$ cat src/rtl/fir_stream_driver_if.sv
// Handshake bundle between the FIR stream driver and its environment: input sample
// stream, FIR controller start/done handshake, and output result stream.
interface fir_stream_driver_if #(
  parameter int DATA_W = 16,
  parameter int OUT_W  = 32
);
  logic              in_valid;
  logic [DATA_W-1:0] in_data;
  logic              in_ready;

  logic              fir_ready;
  logic [DATA_W-1:0] fir_x;
  logic              fir_done;
  logic [OUT_W-1:0]  fir_y;

  logic              out_valid;
  logic [OUT_W-1:0]  out_data;
  logic              out_ready;

  // master: the driver block itself
  modport master (
    input  in_valid, in_data,
    output in_ready,
    output fir_ready, fir_x,
    input  fir_done, fir_y,
    output out_valid, out_data,
    input  out_ready
  );

  // slave: the sample source, FIR controller and result consumer
  modport slave (
    output in_valid, in_data,
    input  in_ready,
    input  fir_ready, fir_x,
    output fir_done, fir_y,
    input  out_valid, out_data,
    output out_ready
  );
endinterface

$ cat src/rtl/fir_stream_driver.sv
// Initiator for the FIR pipeline controller: accepts a sample, pulses fir_ready, waits for
// fir_done and queues fir_y in a small output FIFO. Optional wait timeout: FIR_TIMEOUT_EN.
module fir_stream_driver #(
  parameter int DATA_W    = 16,
  parameter int OUT_W     = 32,
  parameter int OUT_DEPTH = 4,
  parameter int TIMEOUT   = 1023
)(
  input  logic                clk,
  input  logic                rst,
  fir_stream_driver_if.master bus,
  output logic                busy,
  output logic [15:0]         sample_cnt,
  output logic                timeout_err
);

  localparam int AW = (OUT_DEPTH > 1) ? $clog2(OUT_DEPTH) : 1;
  localparam int CW = $clog2(OUT_DEPTH + 1);
  localparam logic [CW-1:0] DEPTH_C = CW'(OUT_DEPTH);

  if (OUT_DEPTH < 2 || (OUT_DEPTH & (OUT_DEPTH - 1)) != 0 || TIMEOUT < 1) begin : g_bad_param
    $error("fir_stream_driver: OUT_DEPTH must be a power of two >= 2 and TIMEOUT >= 1");
  end

  typedef enum logic [1:0] {IDLE, ISSUE, WAIT} state_t;

  state_t            state;
  logic [DATA_W-1:0] fir_x_q;
  logic              fir_ready_q;
  logic [OUT_W-1:0]  mem [OUT_DEPTH];
  logic [AW-1:0]     rd_ptr, wr_ptr;
  logic [CW-1:0]     count;
  logic              accept, push, pop;

  // Only IDLE accepts, and a slot is reserved for the whole pass, so checking the
  // count here is enough to make the later push always fit.
  assign bus.in_ready  = !rst && (state == IDLE) && (count < DEPTH_C);
  assign accept        = bus.in_valid && bus.in_ready;
  assign push          = (state == WAIT) && bus.fir_done;
  assign pop           = (count != '0) && bus.out_ready;
  assign bus.out_valid = (count != '0);
  assign bus.out_data  = mem[rd_ptr];
  assign bus.fir_ready = fir_ready_q;
  assign bus.fir_x     = fir_x_q;

`ifdef FIR_TIMEOUT_EN
  localparam int TW = $clog2(TIMEOUT + 1);
  logic [TW-1:0] wait_cnt;
  logic          timeout_q;
  logic          expire;
  assign expire      = (wait_cnt == TW'(TIMEOUT - 1));
  assign timeout_err = timeout_q;
`else
  assign timeout_err = 1'b0;
`endif

  always_ff @(posedge clk or posedge rst) begin
    if (rst) begin
      state       <= IDLE;
      fir_x_q     <= '0;
      fir_ready_q <= 1'b0;
      busy        <= 1'b0;
      sample_cnt  <= '0;
`ifdef FIR_TIMEOUT_EN
      wait_cnt    <= '0;
      timeout_q   <= 1'b0;
`endif
    end else begin
      case (state)
        IDLE: begin
          if (accept) begin
            fir_x_q     <= bus.in_data;
            fir_ready_q <= 1'b1;
            busy        <= 1'b1;
            state       <= ISSUE;
          end
        end
        ISSUE: begin
          fir_ready_q <= 1'b0;
          state       <= WAIT;
`ifdef FIR_TIMEOUT_EN
          wait_cnt    <= '0;
`endif
        end
        WAIT: begin
          // done on the expiry cycle still counts as a normal completion
          if (bus.fir_done) begin
            sample_cnt <= sample_cnt + 16'd1;
            busy       <= 1'b0;
            state      <= IDLE;
          end
`ifdef FIR_TIMEOUT_EN
          else if (expire) begin
            // leaving WAIT without a push frees the reserved slot
            timeout_q <= 1'b1;
            busy      <= 1'b0;
            state     <= IDLE;
          end else begin
            wait_cnt <= wait_cnt + 1'b1;
          end
`endif
        end
        default: begin
          fir_ready_q <= 1'b0;
          busy        <= 1'b0;
          state       <= IDLE;
        end
      endcase
    end
  end

  always_ff @(posedge clk or posedge rst) begin
    if (rst) begin
      rd_ptr <= '0;
      wr_ptr <= '0;
      count  <= '0;
      for (int i = 0; i < OUT_DEPTH; i++) mem[i] <= '0;
    end else begin
      if (push) begin
        mem[wr_ptr] <= bus.fir_y;
        wr_ptr      <= wr_ptr + 1'b1;
      end
      if (pop) rd_ptr <= rd_ptr + 1'b1;
      case ({push, pop})
        2'b10:   count <= count + 1'b1;
        2'b01:   count <= count - 1'b1;
        default: count <= count;
      endcase
    end
  end

  a_no_overflow: assert property (@(posedge clk) disable iff (rst) !(push && count == DEPTH_C));

endmodule

$ cat src/flat_wrapper.sv
// flat-port wrapper written by rule: the top's interface ports become plain ports
module fir_stream_driver_flat 
#(
  parameter int DATA_W    = 16,
  parameter int OUT_W     = 32,
  parameter int OUT_DEPTH = 4,
  parameter int TIMEOUT   = 1023
)
  (clk, rst, busy, sample_cnt, timeout_err, bus_in_valid, bus_in_data, bus_in_ready, bus_fir_ready, bus_fir_x, bus_fir_done, bus_fir_y, bus_out_valid, bus_out_data, bus_out_ready);
  fir_stream_driver_if #(.DATA_W(DATA_W), .OUT_W(OUT_W)) bus_i ();
  input  logic clk;
  input  logic rst;
  output logic busy;
  output logic [15:0] sample_cnt;
  output logic timeout_err;
  input wire logic [$bits(bus_i.in_valid)-1:0] bus_in_valid;
  input wire logic [$bits(bus_i.in_data)-1:0] bus_in_data;
  output wire logic [$bits(bus_i.in_ready)-1:0] bus_in_ready;
  output wire logic [$bits(bus_i.fir_ready)-1:0] bus_fir_ready;
  output wire logic [$bits(bus_i.fir_x)-1:0] bus_fir_x;
  input wire logic [$bits(bus_i.fir_done)-1:0] bus_fir_done;
  input wire logic [$bits(bus_i.fir_y)-1:0] bus_fir_y;
  output wire logic [$bits(bus_i.out_valid)-1:0] bus_out_valid;
  output wire logic [$bits(bus_i.out_data)-1:0] bus_out_data;
  input wire logic [$bits(bus_i.out_ready)-1:0] bus_out_ready;
  assign bus_i.in_valid = bus_in_valid;
  assign bus_i.in_data = bus_in_data;
  assign bus_in_ready = bus_i.in_ready;
  assign bus_fir_ready = bus_i.fir_ready;
  assign bus_fir_x = bus_i.fir_x;
  assign bus_i.fir_done = bus_fir_done;
  assign bus_i.fir_y = bus_fir_y;
  assign bus_out_valid = bus_i.out_valid;
  assign bus_out_data = bus_i.out_data;
  assign bus_i.out_ready = bus_out_ready;
  fir_stream_driver #(.DATA_W(DATA_W), .OUT_W(OUT_W), .OUT_DEPTH(OUT_DEPTH), .TIMEOUT(TIMEOUT)) u_core (.clk(clk), .rst(rst), .bus(bus_i), .busy(busy), .sample_cnt(sample_cnt), .timeout_err(timeout_err));
endmodule
$ cat config.mk
export PLATFORM = sky130hd
export DESIGN_NAME = fir_stream_driver_flat
export DESIGN_NICKNAME = d
export VERILOG_FILES = /design/src/rtl/fir_stream_driver_if.sv /design/src/rtl/fir_stream_driver.sv /design/src/flat_wrapper.sv
export SDC_FILE = /design/constraint.sdc
export NUM_CORES = 1
export LEC_CHECK = 0
export ABC_AREA = 0
export BUFFER_PORTS_ARGS = -buffer_cell sky130_fd_sc_hd__buf_2
export CORE_MARGIN = 3
export CORE_UTILIZATION = 25
export CTS_CLUSTER_DIAMETER = 80
export DETAILED_ROUTE_END_ITERATION = 12
export GPL_ROUTABILITY_DRIVEN = 0
export SETUP_SLACK_MARGIN = 0.4
export SLEW_MARGIN = 25
export SYNTH_ARGS = -nofsm -noshare
export SYNTH_HDL_FRONTEND = slang
export SYNTH_SLANG_ARGS = --single-unit
$ cat constraint.sdc
create_clock -name clk -period 5.4 [get_ports clk]
set_input_delay 0.54 -clock clk [delete_from_list [all_inputs] [get_ports clk]]
set_output_delay 0.54 -clock clk [all_outputs]
set_load 0.02 [all_outputs]
==> results_dict.tcl <==
set metrics [dict create \
    cts_tree "built" \
    wirelength_um 15200 \
    numClockSinks 171 \
    max_stage_delay_ps 590 \
    worst-path-max-fanout 25 \
    rows 62 \
    htreeDepth 4 \
    grt_pass1_wl_um 24700 \
    status "finished, final reports clean" \
    final_cell_mix "169 x dfrtp_1, 144 x mux2_2, 120 x buf_2" \
    ir_drop_uv 234 \
    grt_usage 0.101 \
    rr_endpoint "u_core.mem[18]" \
    slew_viol_final 0 \
    start_util 0.254 \
    routedWlPerCell_um 15.7 \
    regArea_sq_um 4280 \
    yosysWarnings 0 \
    endpoint_kind "output port" \
    dp_hpwl_um 9520 \
    multi_input_area_sq_um 2890 \
    overflow 0 \
    syn-num-nets 515 \
    ys_ff_latch 171 \
    layout_commonest_cell "dfrtp_1" \
    rrSetupSlack_ps 3150 \
    drive_above_1_share 0.582 \
    power-per-cell-area_nw_per_um2 596 \
    fin_ws_ps 2570 \
    cpMaxStageDelayCell "mux4_2" \
    post_cts_buffers 0 \
    cts_buffer_depth 2 \
    synth.avg_cell_area_sq_um 16.1 \
    fin_area_sq_um 8890 \
    clockPowerShare 0.228 \
    ys_seq_area_frac 0.583 \
    finish.utilization 0.308 \
    grt_pass1_vias 4543 \
    fill_cells 2917 \
    p_int_uw 3500 \
    antenna_found_initial 0 \
    clk_latency_ps 420 \
    sw_frac_of_total 0.340 \
    leakagePower_uw 0.00417 \
    ys_types 29 \
    startpoint_type "flip-flop" \
    critical_path_class "reg -> out" \
    tns_ps 0 \
    period_share 0.524 \
    ios 122 \
    area_delta_synth_final_pct 21.1 \
    die_x_um 177 \
    setup_viol 0 \
    viasPerCell 4.29 \
    worst-endpoint-required_ps 4860 \
    reg2reg_depth 4 \
    cts_root_buf "clkbuf_16" \
    final_antenna_net_count 0 \
    period_needed_ps 2830 \
    grt_max_degree 137 \
    hold_viol 0 \
    cp.arrival_ps 2290 \
    maxCapViolations 0 \
    synth_cells 455 \
    dpl_worst_slack_ps 2950 \
    io_buffers 120 \
    synth_area_sq_um 7340 \
    finalClockSkew_ps 8.76 \
    antennaDiodeCount 0 \
    clk_pin_slew_ps 70 \
    core-area_sq_um 28900 \
    fmax_mhz 353 \
    die_h_um 177 \
    crit_chain "buf_4 > mux4_2 > buf_2" \
    drc 0 \
    crit-reg2reg-launch "u_core.state[0]" \
    max_slew_margin 0.322 \
    die_area_sq_um 31500 \
    p_seq_frac 0.411 \
    drt_iter0_drc 147 \
    netSwitchingPower_uw 1800 \
    hold_class "in -> async" \
    tightest_slew_ps 1010 \
    cts_hold_buf 0 \
    holdWs_ps 289 \
    rsz0062_at_grt "false" \
    nets 633 \
    placedInstanceArea_sq_um 8320 \
    cts_made_buffers 17 \
    firstDrtPassIters 4 \
    cts-resized-gates 0 \
    vias 4161 \
    p_comb_frac 0.361 \
]
==> layout make-up <==
type                    instances  share of cell area
clock buffers                  18              0.0494
multi-input cells             251               0.324
clock inverters                14              0.0156
flip-flops and latches        171               0.481
inverters                      10             0.00464
repair buffers                122              0.0706
well taps                     384              0.0540
==> synth_stat cells <==
cell type,n,share of area
nand4b_1,1,0.0012
conb_1,1,0.00051
nand4_1,2,0.0017
buf_4,14,0.014
mux2_2,144,0.22
inv_2,1,0.00051
nand3b_1,1,0.0010
fa_1,1,0.0027
xnor2_1,14,0.017
nor4_2,1,0.0017
xor2_1,7,0.0084
nand3_1,8,0.0055
inv_1,9,0.0046
nor4_1,1,0.00085
ha_1,6,0.010
nand2_2,1,0.00085
nand2_1,15,0.0077
and2_1,2,0.0017
dfrtp_1,171,0.58
nor3_4,1,0.0022
mux4_2,32,0.098
mux2i_1,1,0.0014
nor2_1,4,0.0020
a21o_1,1,0.0010
buf_2,9,0.0061
or3_1,1,0.00085
nor3_1,1,0.00068
and3_1,2,0.0017
o21ai_0,3,0.0020
==> kinds of logic after synthesis <==
group / synth area share
and+or+nand+nor: 0.0297
DFF: 0.583
xor gates and xnor gates: 0.0251
other: 0.000511
buffers and inverters: 0.0256
adders and majority gates: 0.0130
AOI/OAI and AO/OA: 0.00307
muxes: 0.320
==> registers in the layout, indices dropped and copies added (netlist names) <==
register              count
u_core.count              3
u_core.bus.fir_x         16
u_core.sample_cnt        16
u_core.bus.fir_ready      1
u_core.rd_ptr             2
u_core.busy               1
u_core.mem              128
u_core.state              2
u_core.wr_ptr             2
==> layer usage <==
layer / track usage / vias to the layer above / wire (um)
met2: 0.166 / 97 / 7330
li1: - / 1876 / -
met1: 0.126 / 2182 / 6810
met3: 0.0400 / 6 / 1010
met4: 0.0226 / 0 / 101
met5: 0 / - / 0
==> how the worst max path moves through the flow <==
stage	from	end	slack (ps)	depth (start not counted)
2_1_floorplan	rst	u_core.bus.fir_ready	2680	1
3_3_place_gp	u_core.rd_ptr[0]	bus_out_data[17]	2960	3
3_5_place_dp	u_core.rd_ptr[0]	bus_out_data[29]	2950	3
4_1_cts	u_core.rd_ptr[0]	bus_out_data[29]	2470	3
5_1_grt	u_core.rd_ptr[0]	bus_out_data[24]	2390	3
6_report	u_core.rd_ptr[0]	bus_out_data[17]	2570	3
==> through the flow <==
step,cells,power (uW)
3_3_place_gp,938,4130
6_report,970,5300
5_1_grt,970,5640
2_1_floorplan,455,3580
3_5_place_dp,938,4160
4_1_cts,970,5410
==> worst max-delay path: cells and delay by family (launching register included) <==
kind / cells / cell delay (ps)
buf+inv: 2 / 710
flops: 1 / 550
mux: 1 / 590
==> power by group through the flow <==
stage | Clock (uW) | Sequential (uW) | Combinational [uW]
6_report | 1210 | 2180 | 1910
5_1_grt | 1310 | 2260 | 2070
4_1_cts | 1260 | 2180 | 1960
3_5_place_dp | 0 | 2210 | 1960
3_3_place_gp | 0 | 2200 | 1920
2_1_floorplan | 0 | 2140 | 1430
(Power assumes the default switching activity.)
